<file path="src/rtl/input_pkg.sv">
// Shared constants for the input arbiter: button IDs, command codes,
// auto-repeat defaults and the repeat FSM state type.
package input_pkg;

    localparam int NUM_BTN    = 5;
    localparam int BTN_LEFT   = 0;
    localparam int BTN_RIGHT  = 1;
    localparam int BTN_ROTATE = 2;
    localparam int BTN_DOWN   = 3;
    localparam int BTN_DROP   = 4;

    localparam int DAS_TICKS_DEFAULT = 8;
    localparam int ARR_TICKS_DEFAULT = 2;

    typedef enum logic [2:0] {
        CMD_NONE   = 3'd0,
        CMD_LEFT   = 3'd1,
        CMD_RIGHT  = 3'd2,
        CMD_ROTATE = 3'd3,
        CMD_DOWN   = 3'd4,
        CMD_DROP   = 3'd5
    } cmd_code_t;

    typedef enum logic [1:0] {
        AR_IDLE   = 2'd0,
        AR_DELAY  = 2'd1,
        AR_REPEAT = 2'd2
    } ar_state_t;

endpackage

</file>
<file path="src/rtl/input_arbiter_autorepeat.sv">
// Per-button auto-repeat FSM. After a press, waits DAS_TICKS ticks with the
// button held, then requests a repeat every ARR_TICKS ticks until release.
// The request is a one-clock pulse raised in the cycle after the counter
// has reached its target.
module autorepeat
    import input_pkg::*;
#(
    parameter int DAS_TICKS = DAS_TICKS_DEFAULT,
    parameter int ARR_TICKS = ARR_TICKS_DEFAULT
) (
    input  logic clock,
    input  logic reset,
    input  logic tick,
    input  logic press,
    input  logic level,
    output logic repeat_req
);

    ar_state_t   state_q, state_d;
    logic [3:0]  cnt_q, cnt_d;

    // State and tick counter registers.
    always_ff @(posedge clock) begin
        if (reset) begin
            state_q <= AR_IDLE;
            cnt_q   <= 4'd0;
        end else begin
            state_q <= state_d;
            cnt_q   <= cnt_d;
        end
    end

    // Next state: a new press restarts the delay, release beats any tick.
    always_comb begin
        state_d    = state_q;
        cnt_d      = cnt_q;
        repeat_req = 1'b0;
        case (state_q)
            AR_IDLE: begin
                if (press) begin
                    state_d = AR_DELAY;
                    cnt_d   = 4'd0;
                end
            end
            AR_DELAY: begin
                if (press) begin
                    cnt_d = 4'd0;
                end else if (!level) begin
                    state_d = AR_IDLE;
                    cnt_d   = 4'd0;
                end else if (cnt_q == 4'(DAS_TICKS)) begin
                    repeat_req = 1'b1;
                    state_d    = AR_REPEAT;
                    cnt_d      = 4'd0;
                end else if (tick) begin
                    cnt_d = cnt_q + 4'd1;
                end
            end
            AR_REPEAT: begin
                if (press) begin
                    state_d = AR_DELAY;
                    cnt_d   = 4'd0;
                end else if (!level) begin
                    state_d = AR_IDLE;
                    cnt_d   = 4'd0;
                end else if (cnt_q == 4'(ARR_TICKS)) begin
                    repeat_req = 1'b1;
                    cnt_d      = 4'd0;
                end else if (tick) begin
                    cnt_d = cnt_q + 4'd1;
                end
            end
            default: begin
                state_d = AR_IDLE;
                cnt_d   = 4'd0;
            end
        endcase
    end

endmodule

</file>
<file path="src/rtl/input_arbiter.sv">
// Input arbiter: collects button presses and auto-repeats into per-button
// pending flags and, on each input tick, grants one command by fixed
// priority into a registered valid/ready output.
module input_arbiter
    import input_pkg::*;
#(
    parameter int DAS_TICKS = DAS_TICKS_DEFAULT,
    parameter int ARR_TICKS = ARR_TICKS_DEFAULT
) (
    input  logic         clock,
    input  logic         reset,
    input  logic         tick_input,
    input  logic [4:0]   btn_edge,
    input  logic [4:0]   btn_level,
    input  logic         cmd_ready,
    output logic         cmd_valid,
    output logic [2:0]   cmd_code,
    output logic [4:0]   pending
);

    logic [2:0]  rep_req;   // {DOWN, RIGHT, LEFT}
    logic [4:0]  set_mask;
    logic [4:0]  clr_mask;
    logic        can_issue;
    logic        grant_en;
    logic        win_valid;
    cmd_code_t   win_code;
    logic        unused_levels;

    // ROTATE and DROP never repeat, so their levels are not needed.
    assign unused_levels = btn_level[BTN_ROTATE] ^ btn_level[BTN_DROP];

    autorepeat #(.DAS_TICKS(DAS_TICKS), .ARR_TICKS(ARR_TICKS)) u_rep_left (
        .clock(clock), .reset(reset), .tick(tick_input),
        .press(btn_edge[BTN_LEFT]), .level(btn_level[BTN_LEFT]),
        .repeat_req(rep_req[0])
    );

    autorepeat #(.DAS_TICKS(DAS_TICKS), .ARR_TICKS(ARR_TICKS)) u_rep_right (
        .clock(clock), .reset(reset), .tick(tick_input),
        .press(btn_edge[BTN_RIGHT]), .level(btn_level[BTN_RIGHT]),
        .repeat_req(rep_req[1])
    );

    autorepeat #(.DAS_TICKS(DAS_TICKS), .ARR_TICKS(ARR_TICKS)) u_rep_down (
        .clock(clock), .reset(reset), .tick(tick_input),
        .press(btn_edge[BTN_DOWN]), .level(btn_level[BTN_DOWN]),
        .repeat_req(rep_req[2])
    );

    // Output slot is free when empty or being accepted this cycle.
    assign can_issue = !cmd_valid || cmd_ready;
    assign grant_en  = tick_input && can_issue && (|pending);

    // Pending set sources: press edges plus repeat requests.
    always_comb begin
        set_mask           = btn_edge;
        set_mask[BTN_LEFT]  = btn_edge[BTN_LEFT]  | rep_req[0];
        set_mask[BTN_RIGHT] = btn_edge[BTN_RIGHT] | rep_req[1];
        set_mask[BTN_DOWN]  = btn_edge[BTN_DOWN]  | rep_req[2];
    end

    // Fixed-priority winner; LEFT+RIGHT together cancel and let DOWN through.
    always_comb begin
        win_valid = 1'b0;
        win_code  = CMD_NONE;
        clr_mask  = 5'b00000;
        if (grant_en) begin
            if (pending[BTN_DROP]) begin
                win_valid = 1'b1;
                win_code  = CMD_DROP;
                clr_mask[BTN_DROP] = 1'b1;
            end else if (pending[BTN_ROTATE]) begin
                win_valid = 1'b1;
                win_code  = CMD_ROTATE;
                clr_mask[BTN_ROTATE] = 1'b1;
            end else if (pending[BTN_LEFT] && pending[BTN_RIGHT]) begin
                clr_mask[BTN_LEFT]  = 1'b1;
                clr_mask[BTN_RIGHT] = 1'b1;
                if (pending[BTN_DOWN]) begin
                    win_valid = 1'b1;
                    win_code  = CMD_DOWN;
                    clr_mask[BTN_DOWN] = 1'b1;
                end
            end else if (pending[BTN_LEFT]) begin
                win_valid = 1'b1;
                win_code  = CMD_LEFT;
                clr_mask[BTN_LEFT] = 1'b1;
            end else if (pending[BTN_RIGHT]) begin
                win_valid = 1'b1;
                win_code  = CMD_RIGHT;
                clr_mask[BTN_RIGHT] = 1'b1;
            end else if (pending[BTN_DOWN]) begin
                win_valid = 1'b1;
                win_code  = CMD_DOWN;
                clr_mask[BTN_DOWN] = 1'b1;
            end
        end
    end

    // Pending flags (set beats clear) and the held output command register.
    always_ff @(posedge clock) begin
        if (reset) begin
            pending   <= 5'b00000;
            cmd_valid <= 1'b0;
            cmd_code  <= 3'd0;
        end else begin
            pending <= (pending & ~clr_mask) | set_mask;
            if (can_issue) begin
                cmd_valid <= win_valid;
                cmd_code  <= win_code;
            end
        end
    end

endmodule

</file>
<file path="config.mk">
export PLATFORM = sky130hd
export DESIGN_NAME = input_arbiter
export DESIGN_NICKNAME = d
export VERILOG_FILES = /design/src/rtl/input_pkg.sv /design/src/rtl/input_arbiter_autorepeat.sv /design/src/rtl/input_arbiter.sv
export SDC_FILE = /design/constraint.sdc
export NUM_CORES = 1
export LEC_CHECK = 0
export CORE_ASPECT_RATIO = 0.7
export CORE_UTILIZATION = 25
export DETAILED_ROUTE_END_ITERATION = 12
export GPL_TIMING_DRIVEN = 1
export PLACE_DENSITY = 0.51
export SLEW_MARGIN = 15
export SYNTH_ARGS = -nofsm -noshare
export SYNTH_HDL_FRONTEND = slang
export SYNTH_SLANG_ARGS = --single-unit
</file>
<file path="constraint.sdc">
create_clock -name clock -period 2.4 [get_ports clock]
set_clock_uncertainty 0.05 [all_clocks]
set_input_delay 0.36 -clock clock [delete_from_list [all_inputs] [get_ports clock]]
set_output_delay 0.36 -clock clock [all_outputs]
set_load 0.005 [all_outputs]
</file>
==> flow_summary_export.csv <==
group,metric,value,unit
clocking,cts-root-buf,"clkbuf_8",
die,fp.dieH,71.68,um
setup_path,worstPathArrival,2.01,ns
synth,synthFlopType,"dfxtp_1",
placed_design,io_buffer_count,20,
detailed_routing,ant_nets,0,
pwr,power_frac_clock,25.2,%
setup_path,timing.reg2reg.setup_slack,0.51,ns
synth,synth_edf_count,0,
clocking,hold_buffers,0,
clocking,cts_setup_buffers,0,
clocking,clk_latency,0.27,ns
timing,rsz0062_at_grt,"no",
setup_path,crit_required,2.53,ns
timing,min_period_over_period,78.61,%
synth,synthXorXnorAreaFrac,0,%
die,core_area,6456,um2
timing,hold_viol_final,0,
detailed_routing,drtPass1Iterations,4,
clocking,cts_buffers,3,
timing,maxSlewHeadroom,66.57,%
synth,async_flop_share,0,%
synth,ys_types,36,
setup_path,startpoint_type,"flip-flop",
die,ios,23,
pwr,ir_drop,0.2193,mV
setup_path,crit_chain,"inv_1 > ha_1 > nor4b_1 > nor4_1 > buf_4 > a31o_2 > a22o_1",
synth,synth_top_family_by_area,"simple AND/OR/NAND/NOR gates",
job,maxCapViolCount,0,
setup_path,slowest_delay,0.41,ns
pwr,p_sw,0.3312,mW
timing,tns,0,ns
setup_path,crit_path_top_delay_cell,"dfxtp_1",
synth,yosys.area_share.simple,29.94,%
global_route,antenna_found_initial,0,
final_layout,diodes,0,
synth,yosysWarnings,0,
setup_path,path_buf_inv,2,
detailed_routing,wl_per_cell,12.46,um
synth,syn_inst,216,
synth,synthDominantAreaCellType,"dfxtp_1",
synth,synth-compound-area-share,19.99,%
hold_path,hp-class,"reg2reg",
timing,period_minus_slack,1.887,ns
die,rows,24,
clocking,clockBufferDepth,2,
global_route,grt_pass1_vias,1445,
global_route,grt_pass1_wl,7.086,mm
setup_path,end_kind,"flip-flop",
pwr,swShare,31.52,%
pwr,p_int,0.7194,mW
global_route,gr-usage-all-layers,12.25,%
clocking,clk_pin_slew,0.10,ns
pwr,power.density,492.5,nW/um2
final_layout,layout-drive-gt1-share,7.377,%
synth,yosys.area_share.adder,15.15,%
pwr,power,1.051,mW
clocking,cts.sinks,27,
synth,ys_seq_elements,27,
setup_path,cpLargestDelayFamily,"compound AO/OA/AOI/OAI gates",
setup_path,cp_max_fo,5,
clocking,htree_levels,1,
placed_design,gp_congestion,0.7806,
global_route,grt-ovfl-total,0,
detailed_routing,routed-via-count,1608,
clocking,cts_tree,"yes",
placed_design,dp_hpwl,3.156,mm
die,start_util,26.86,%
timing,worst_pin_slew,0.4999,ns
synth,synthMuxAreaShare,0,%
detailed_routing,wl,4.175,mm
synth,syn_area_per_cell,8.029,um2
detailed_routing,drc_errors,0,
synth,synth.area.top_cells,"dfxtp_1, ha_1, a21oi_1",
die,die_w,101.5,um
detailed_routing,drtIter0Drc,51,
final_layout,nets,280,
timing,fmax,530.0,MHz
pwr,power.leakage,0.7889,nW
setup_path,path_class,"reg2reg",
pwr,power_frac_seq,47.0,%
timing,maxSlewViolCount,0,
die,die-area,7279,um2
synth,yosysTopAreaCellShare,31.17,%
global_route,grt_max_degree,15,
clocking,cts_resized,0,
final_layout,area_growth,23.02,%
run_status,status,"finished clean",
detailed_routing,post_drt_via_cell_ratio,4.800,
synth,ys_seq_area_share,31.17,%
synth,netlist_area,1734,um2
pwr,comb_power_share,27.7,%
synth,synth_fp_nets,251,
timing,setup_violations,0,
cell type report:
| class | count | area [um2] |
|---|---|---|
| inverter | 14 | 52.55 |
| sequential | 27 | 540.5 |
| fill | 691 | 4323 |
| clock buffer | 4 | 45.04 |
| multi-input combinational | 172 | 1129 |
| timing repair buffer | 27 | 252.7 |
| tap | 91 | 113.9 |
synthesized netlist by cell type, drive strengths merged (3+ instances only):
| library cell | instances |
|---|---|
| a21o | 3 |
| dfxtp | 27 |
| nand3 | 13 |
| nor4b | 4 |
| or3 | 3 |
| nor2b | 7 |
| a31o | 3 |
| nor3 | 9 |
| inv | 13 |
| nor4 | 3 |
| a22o | 3 |
| ha | 21 |
| nand4 | 8 |
| nor2 | 10 |
| nand2 | 21 |
| a21oi | 23 |
| o21ai | 18 |
| nand3b | 4 |
| or4 | 5 |
power by group through the flow:
stage          Clock (mW)  Combinational, mW  Sequential (mW)
2_1_floorplan           0              0.187            0.500
3_3_place_gp            0              0.287            0.504
3_5_place_dp            0              0.290            0.505
4_1_cts             0.284              0.291            0.494
5_1_grt             0.307              0.323            0.499
6_report            0.265              0.291            0.494
per-stage QoR:
| step | instance area [um2] | hold slack, ns | utilization, % | instances | setup slack (ns) |
|---|---|---|---|---|---|
| finish | 2133 | 0.4131 | 33.04 | 335 | 0.5133 |
| global route | 2133 | 0.4510 | 33.04 | 335 | 0.4173 |
| CTS | 2133 | 0.4173 | 33.04 | 335 | 0.5289 |
| detailed placement | 2088 | 0.3963 | 32.35 | 331 | 0.3257 |
| global placement | 2088 | 0.3908 | 32.35 | 331 | 0.3315 |
| floorplan | 1734 | 0.3983 | - | 216 | 0.7299 |
cell families (layout without fill, tap and decap cells):
family	count (synthesis)	after routing
buffers and inverters	17	45
adders and majority gates	21	21
DFF	27	27
and+or+nand+nor	93	93
AOI/OAI and AO/OA	58	58
final timing paths:
kind	cells past startpoint	start	endpoint
worst min-delay path	2	cmd_code[0]	cmd_code[0]
worst min register to register	2	cmd_code[0]	cmd_code[0]
worst max-delay path	7	u_rep_left.state_q[1]	u_rep_left.cnt_q[0]
worst max register to register	7	u_rep_left.state_q[1]	u_rep_left.cnt_q[0]
metal layers:
metal / wire length [um] / GRT usage [%]
met1: 2361 / 18.95
met2: 1695 / 17.04
met3: 97 / 2.927
met4: 21 / 1.932
met5: 0 / 0
worst min-delay path: cells and delay by family (launching register included):
kind | cells | cell delay, ns
simple gates | 1 | 0.05
compound gates | 1 | 0.05
flops | 1 | 0.32
flip-flops by register name, indices dropped and copies added (netlist names):
| name | cells |
|---|---|
| u_rep_down.cnt_q | 4 |
| pending | 5 |
| u_rep_right.state_q | 2 |
| u_rep_left.state_q | 2 |
| u_rep_left.cnt_q | 4 |
| u_rep_down.state_q | 2 |
| u_rep_right.cnt_q | 4 |
| cmd_code | 3 |
| cmd_valid | 1 |
layout by cell type (no fill, tap or decap):
| cell | netlist | layout |
|---|---|---|
| dfxtp_1 | 27 | 27 |
| a21oi_1 | 23 | 23 |
| nand2_1 | 21 | 21 |
| ha_1 | 21 | 21 |
| clkdlybuf4s50_1 | 0 | 20 |
| o21ai_0 | 18 | 18 |
| inv_1 | 13 | 13 |
| nand3_1 | 13 | 13 |
| nor2_1 | 10 | 10 |
| nor3_1 | 9 | 9 |
| nand4_1 | 8 | 8 |
| nor2b_1 | 7 | 7 |
| buf_4 | 0 | 7 |
| or4_1 | 5 | 5 |
| nand3b_1 | 4 | 4 |
| nor4b_1 | 4 | 4 |
| a31o_2 | 3 | 3 |
| a22o_1 | 3 | 3 |
| clkbuf_8 | 0 | 3 |
| nor3b_1 | 2 | 2 |
| nor4_2 | 2 | 2 |
| a21o_1 | 2 | 2 |
| or3_1 | 2 | 2 |
| and2_1 | 2 | 2 |
| a32o_1 | 2 | 2 |
| a31oi_1 | 2 | 2 |
| nand2b_1 | 1 | 1 |
| o311ai_0 | 1 | 1 |
| clkinv_1 | 1 | 1 |
| nor4_1 | 1 | 1 |
| a21o_2 | 1 | 1 |
| o31ai_1 | 1 | 1 |
| o211ai_1 | 1 | 1 |
| and3_4 | 1 | 1 |
| or3_2 | 1 | 1 |
| a2bb2oi_1 | 1 | 1 |
| clkbuf_1 | 1 | 1 |
Note: power is estimated with default switching activity, not from simulation.
